## src/rtl/buffer_write_multi_flow.sv

```systemverilog
// Write-side ingress of the multichannel buffer: maps flow-tagged AXI-stream beats
// onto free segments and publishes each filled or closed segment as a used pointer.
module buffer_write_multi_flow #(
    parameter int unsigned SEGMENT_SIZE_W = 10,
    parameter int unsigned BUF_SEG_AW     = 10,
    parameter int unsigned ADDR_WIDTH     = BUF_SEG_AW + SEGMENT_SIZE_W,
    parameter int unsigned FLOWS_W        = 3,
    parameter int unsigned DATA_WIDTH     = 64
) (
    input  logic                  clk,
    input  logic                  rstn,
    input  logic [DATA_WIDTH-1:0] s_tdata,
    input  logic                  s_tvalid,
    input  logic                  s_tlast,
    input  logic [FLOWS_W-1:0]    s_tdest,
    output logic                  s_tready,
    input  logic                  fp_empty,
    output logic                  fp_rd_req,
    input  logic [BUF_SEG_AW-1:0] fp_rd_data,
    output logic                  b_wen,
    output logic [ADDR_WIDTH-1:0] b_waddr,
    output logic [DATA_WIDTH-1:0] b_wdata,
    output logic [BUF_SEG_AW:0]   used_pointer,
    output logic                  used_pointer_valid,
    output logic [FLOWS_W-1:0]    used_pointer_flow,
    output logic                  err_flow_change
);

    logic                      cur_valid, nxt_valid;
    logic [BUF_SEG_AW-1:0]     cur_ptr, nxt_ptr;
    logic                      req_outstanding;
    logic [SEGMENT_SIZE_W-1:0] offset;
    logic                      in_pkt;
    logic [FLOWS_W-1:0]        pkt_flow;

    logic                      cur_valid_n, nxt_valid_n;
    logic [BUF_SEG_AW-1:0]     cur_ptr_n, nxt_ptr_n;
    logic                      xfer_c, close_c, req_c;
    logic [FLOWS_W-1:0]        flow_c;

    assign xfer_c  = s_tvalid && cur_valid;
    assign close_c = xfer_c && (s_tlast || (offset == '1));
    assign flow_c  = in_pkt ? pkt_flow : s_tdest;
    // fp_rd_req and req_outstanding both block, so at most one pointer is ever in flight
    assign req_c   = (!cur_valid || !nxt_valid) && !fp_empty && !fp_rd_req && !req_outstanding;

    assign s_tready = cur_valid;
    assign b_wen    = xfer_c;
    assign b_waddr  = ADDR_WIDTH'({cur_ptr, offset});
    assign b_wdata  = s_tdata;

    // Slot update: promote nxt on close first, then drop the arriving pointer into the first hole
    always_comb begin
        cur_valid_n = cur_valid;
        cur_ptr_n   = cur_ptr;
        nxt_valid_n = nxt_valid;
        nxt_ptr_n   = nxt_ptr;
        if (close_c) begin
            cur_valid_n = nxt_valid;
            cur_ptr_n   = nxt_ptr;
            nxt_valid_n = 1'b0;
        end
        if (req_outstanding) begin
            if (!cur_valid_n) begin
                cur_valid_n = 1'b1;
                cur_ptr_n   = fp_rd_data;
            end else begin
                nxt_valid_n = 1'b1;
                nxt_ptr_n   = fp_rd_data;
            end
        end
    end

    always_ff @(posedge clk or negedge rstn) begin
        if (!rstn) begin
            cur_valid          <= 1'b0;
            nxt_valid          <= 1'b0;
            cur_ptr            <= '0;
            nxt_ptr            <= '0;
            fp_rd_req          <= 1'b0;
            req_outstanding    <= 1'b0;
            offset             <= '0;
            in_pkt             <= 1'b0;
            pkt_flow           <= '0;
            err_flow_change    <= 1'b0;
            used_pointer       <= '0;
            used_pointer_valid <= 1'b0;
            used_pointer_flow  <= '0;
        end else begin
            cur_valid          <= cur_valid_n;
            nxt_valid          <= nxt_valid_n;
            cur_ptr            <= cur_ptr_n;
            nxt_ptr            <= nxt_ptr_n;
            fp_rd_req          <= req_c;
            req_outstanding    <= fp_rd_req;
            used_pointer_valid <= close_c;
            if (close_c) begin
                used_pointer      <= {s_tlast, cur_ptr};
                used_pointer_flow <= flow_c;
            end
            if (xfer_c) begin
                offset <= close_c ? '0 : offset + SEGMENT_SIZE_W'(1);
                in_pkt <= !s_tlast;
                if (!in_pkt) begin
                    pkt_flow <= s_tdest;
                end
                if (in_pkt && (s_tdest != pkt_flow)) begin
                    err_flow_change <= 1'b1;
                end
            end
        end
    end

endmodule

```

## config.mk

```make
export PLATFORM = sky130hd
export DESIGN_NAME = buffer_write_multi_flow
export DESIGN_NICKNAME = d
export VERILOG_FILES = /design/src/rtl/buffer_write_multi_flow.sv
export SDC_FILE = /design/constraint.sdc
export NUM_CORES = 1
export LEC_CHECK = 0
export ABC_AREA = 1
export CORE_MARGIN = 1
export CORE_UTILIZATION = 40
export CTS_CLUSTER_DIAMETER = 200
export DETAILED_ROUTE_END_ITERATION = 6
export GPL_ROUTABILITY_DRIVEN = 1
export PLACE_DENSITY = 0.87
export SYNTH_ARGS = -nofsm -noshare
export SYNTH_HDL_FRONTEND = slang
export SYNTH_SLANG_ARGS = --single-unit
```

## constraint.sdc

```tcl
create_clock -name clk -period 4 [get_ports clk]
set_clock_uncertainty 0.2 [all_clocks]
set_input_delay 0.4 -clock clk [delete_from_list [all_inputs] [get_ports clk]]
set_output_delay 0.4 -clock clk [all_outputs]
set_load 0.02 [all_outputs]
```

After elaboration in Yosys (flattened, before gate mapping). Cells that the tools add are included.

Reduce and logical (&&, ||, !) cells: 16. Add/subtract/negate cells: 1. Equality and inequality tests: 2. Muxes and demuxes: 10.

Operators by type and width (number): $mux 10 (4); $add 10x1->10 const B (1); $eq 10x10->1 const B (1); $logic_and 1x1->1 (6); $logic_not 1->1 (6); $mux 1 (5); $reduce_and 2->1 (2); $mux 3 (1); $ne 3x3->1 (1); $logic_or 1x1->1 (2).

Logic and storage cells: 42. Register bits: 54. Bits of input ports: 82.

Depth between registers and ports, before layout.
Depth after elaboration: 6. Mapped depth: 11.

Worst setup path after synthesis. No wires, ideal clock.

Path kind: reg2reg. Start: register offset[0]. End: register nxt_ptr[0]. Buffers on the path: 1. Required time: 3683 ps. Data arrival time: 1508 ps. Cell stages (with the launch flop): 10. Setup time: 117 ps. Setup slack: 2176 ps. Cell sequence: dfrtp_1 > ha_1 > nand3_2 > nor2_4 > nand3_4 > nand3_2 > nand2_2 > buf_2 > nand3_1 > nand2_1.

Word-level cells in the longest chain between the ends: 5.

Ends and longest elaborated chain: start: declaration (line 32) `logic [SEGMENT_SIZE_W-1:0] offset;`; start signal: assignment (line 102) `offset <= close_c ? '0 : offset + SEGMENT_SIZE_W'(1);`; $eq 10x10->1 (line 42) `assign close_c = xfer_c && (s_tlast || (offset == '1));`; $logic_or 1x1->1 (line 42); $logic_and 1x1->1 (line 42); $mux 1 (line 58) `if (close_c) begin`; $reduce_and 2->1 (no line); end signal: assignment (line 93) `nxt_ptr <= nxt_ptr_n;`; end: declaration (line 30) `logic [BUF_SEG_AW-1:0] cur_ptr, nxt_ptr;`.

No other way between the ends. A chain may end at the register's enable or synchronous reset.

Worst setup path after layout.
Start: input s_tvalid. End: output b_wen.

Word-level cells in the longest chain between the ends: 1.

Ends and longest elaborated chain: start: declaration (line 13) `input logic s_tvalid,`; $logic_and 1x1->1 (line 41) `assign xfer_c = s_tvalid && cur_valid;`; end: declaration (line 20) `output logic b_wen,`.

No other way between the ends.

==> out/qor.yml <==
htreeDepth: 2
cp_max_fo: 11
ir_drop_uv: 172
fin_crit_ps: 2580
layout-drive-gt1-share: 0.0685
min_path_type: "input port to asynchronous set/reset pin"
first_pass_iters: 4
setup_viol_count_final: 0
grt_max_degree: 55
drc: 0
run_status: "finished with violations"
final_cell_area_um2: 3190
synth_edf_count: 0
rsz0062_at_grt: "no"
final_cell_mix: "121 x nand2_1, 55 x clkdlybuf4s50_1, 54 x dfrtp_1"
tightest_slew_ps: 726
clockRootBuffer: "clkbuf_8"
synthArstFlopShare: 1.00
dp_hpwl_um: 4440
first_global_vias: 2054
path_clk_slew_ps: 90
postRouteAntennaNets: 0
synth_warnings: 0
ys_seq_elements: 54
vias_per_cell: 5.05
grt_pass1_wl_um: 9830
cap_violations: 0
seqCellArea_um2: 1350
violations: "hold timing"
drt_iter0_markers: 194
post_cts_buffers: 0
fp.dieArea_um2: 7680
power_frac_seq: 0.412
crit_path_end_kind: "output port"
power_frac_clock: 0.190
clockBufferDepth: 2
netlist_instances: 348
synth.distinct_cells: 29
fmax_ghz: 0.387
final_util: 0.459
p_sw_frac: 0.387
post_dp_cell_area_um2: 3050
critPathLaunchType: "input port"
ioPinCount: 185
final_nets: 418
synth_nets: 431
yosys.area.top_type_share: 0.461
seq_area_frac_synth: 0.461
antenna_cells: 0
layout_commonest_cell: "nand2_1"
area_growth_pct: 8.75
hold_slack_ps: -2.86
crit_type: "input port to output port"
antenna_found_initial: 0
rows: 30
place_congestion: 0.826
synth_area_leader_cell: "dfrtp_1"
grt_overflow: 0
relSlewSlack: 0.516
finalSetupTns_ps: 0
cellPowerDensity_nw_per_um2: 723
crit_arrival_ps: 1980
syn_avg_cell_area_um2: 8.42
portBuffers: 56
grtUsageTotal: 0.166
p_int_mw: 1.41
multi_input_area_um2: 958
n_fill_cell: 654
routedWlPerCell_um: 13.8
post_cts_resized: 0
tritoncts: "yes"
finalNonFillerCells: 432
synth_area_leaders: "dfrtp_1 46%, buf_4 17%, nand2_1 15%"
die_width_um: 87.6
coreArea_um2: 6940
hold_viol: 2
netSwitchingPower_uw: 892
dp_cells: 424
start_util: 0.422
slew_violations: 0
worstSkewPairLatency_ps: 300
ys.flop_type: "dfrtp_1"
numCtsBuffers: 5
vias: 2181
synth_area_um2: 2930
period_share: 0.646
p_leak_nw: 1.51
cts_hold_buf: 0
pwr-share-comb: 0.398
clock-sinks: 54
cp.required_ps: 3400
routed_wl_um: 5980
die_h_um: 87.6
==> per-layer routing <==
metal / up-vias / part of all wire / GRT usage
met5: - / 0 / 0
met4: 0 / 0.023 / 0.0715
met3: 16 / 0.072 / 0.0500
met2: 110 / 0.48 / 0.263
met1: 1041 / 0.42 / 0.211
li1: 1014 / - / -
==> cells by family (layout without fill, tap and decap cells) <==
family          after synthesis  count (layout)  share of synthesized area
fa+ha+maj                     1               1                    0.00427
flops                        54              54                      0.461
xor+xnor                      4               4                     0.0120
buf+inv                      91              79                      0.212
simple gates                176             176                      0.269
compound gates               22              22                     0.0418
==> worst max-delay path: stages <==
cell and delay, ps:
clkdlybuf4s50_1 490, nand2_1 130, inv_1 290, clkdlybuf4s50_1 670
==> through the flow <==
stage                     worst slack, ps  power (mW)
after floorplan                      2180        1.57
after global placement               1360        1.83
after detailed placement             1210        1.87
after CTS                            1420        2.32
after global routing                 1260        2.45
final                                1420        2.30
==> synth_stat cells, types with 3 or more instances <==
| master | count |
|---|---|
| nor2_1 | 4 |
| inv_1 | 14 |
| o21ai_0 | 10 |
| nand3_2 | 3 |
| nor3_1 | 3 |
| buf_4 | 66 |
| dfrtp_1 | 54 |
| nand4_1 | 11 |
| nand3_1 | 24 |
| xnor2_1 | 3 |
| a21oi_1 | 7 |
| nand2_2 | 5 |
| nand2_1 | 121 |
| clkbuf_1 | 5 |
| buf_2 | 4 |
==> power groups by stage <==
stage	combinational [mW]	clock [mW]	sequential, mW
global placement	0.882	0	0.950
detailed placement	0.918	0	0.956
global route	1.01	0.468	0.977
finish	0.917	0.438	0.949
floorplan	0.522	0	1.04
CTS	0.925	0.445	0.945
==> state kept, by name (all words and copies together), names as in the netlist <==
name and count:
s_tready 1, req_outstanding 1, used_pointer_valid 1, used_pointer 11
pkt_flow 3, nxt_valid 1, nxt_ptr 10, used_pointer_flow 3
in_pkt 1, fp_rd_req 1, err_flow_change 1, offset 10
cur_ptr 10
==> worst paths after layout <==
kind,startpoint,slack [ps],to,cells past startpoint
min in group clk,fp_rd_req,210,req_outstanding,0
max in group asynchronous,rstn,3160,used_pointer_flow[2],2
min reg2reg,fp_rd_req,210,req_outstanding,0
min,rstn,-3,used_pointer_valid,2
max reg2reg,s_tready,1530,offset[9],7
max,s_tvalid,1420,b_wen,4
==> area by class of cell <==
| cell class | instances | share of cell area |
|---|---|---|
| timing repair buffer | 57 | 0.177 |
| inverter | 14 | 0.0165 |
| sequential | 54 | 0.424 |
| tap | 96 | 0.0377 |
| multi-input combinational | 203 | 0.301 |
| clock buffer | 6 | 0.0259 |
| clock inverter | 2 | 0.0188 |
Power figures use the tool's default switching activity.
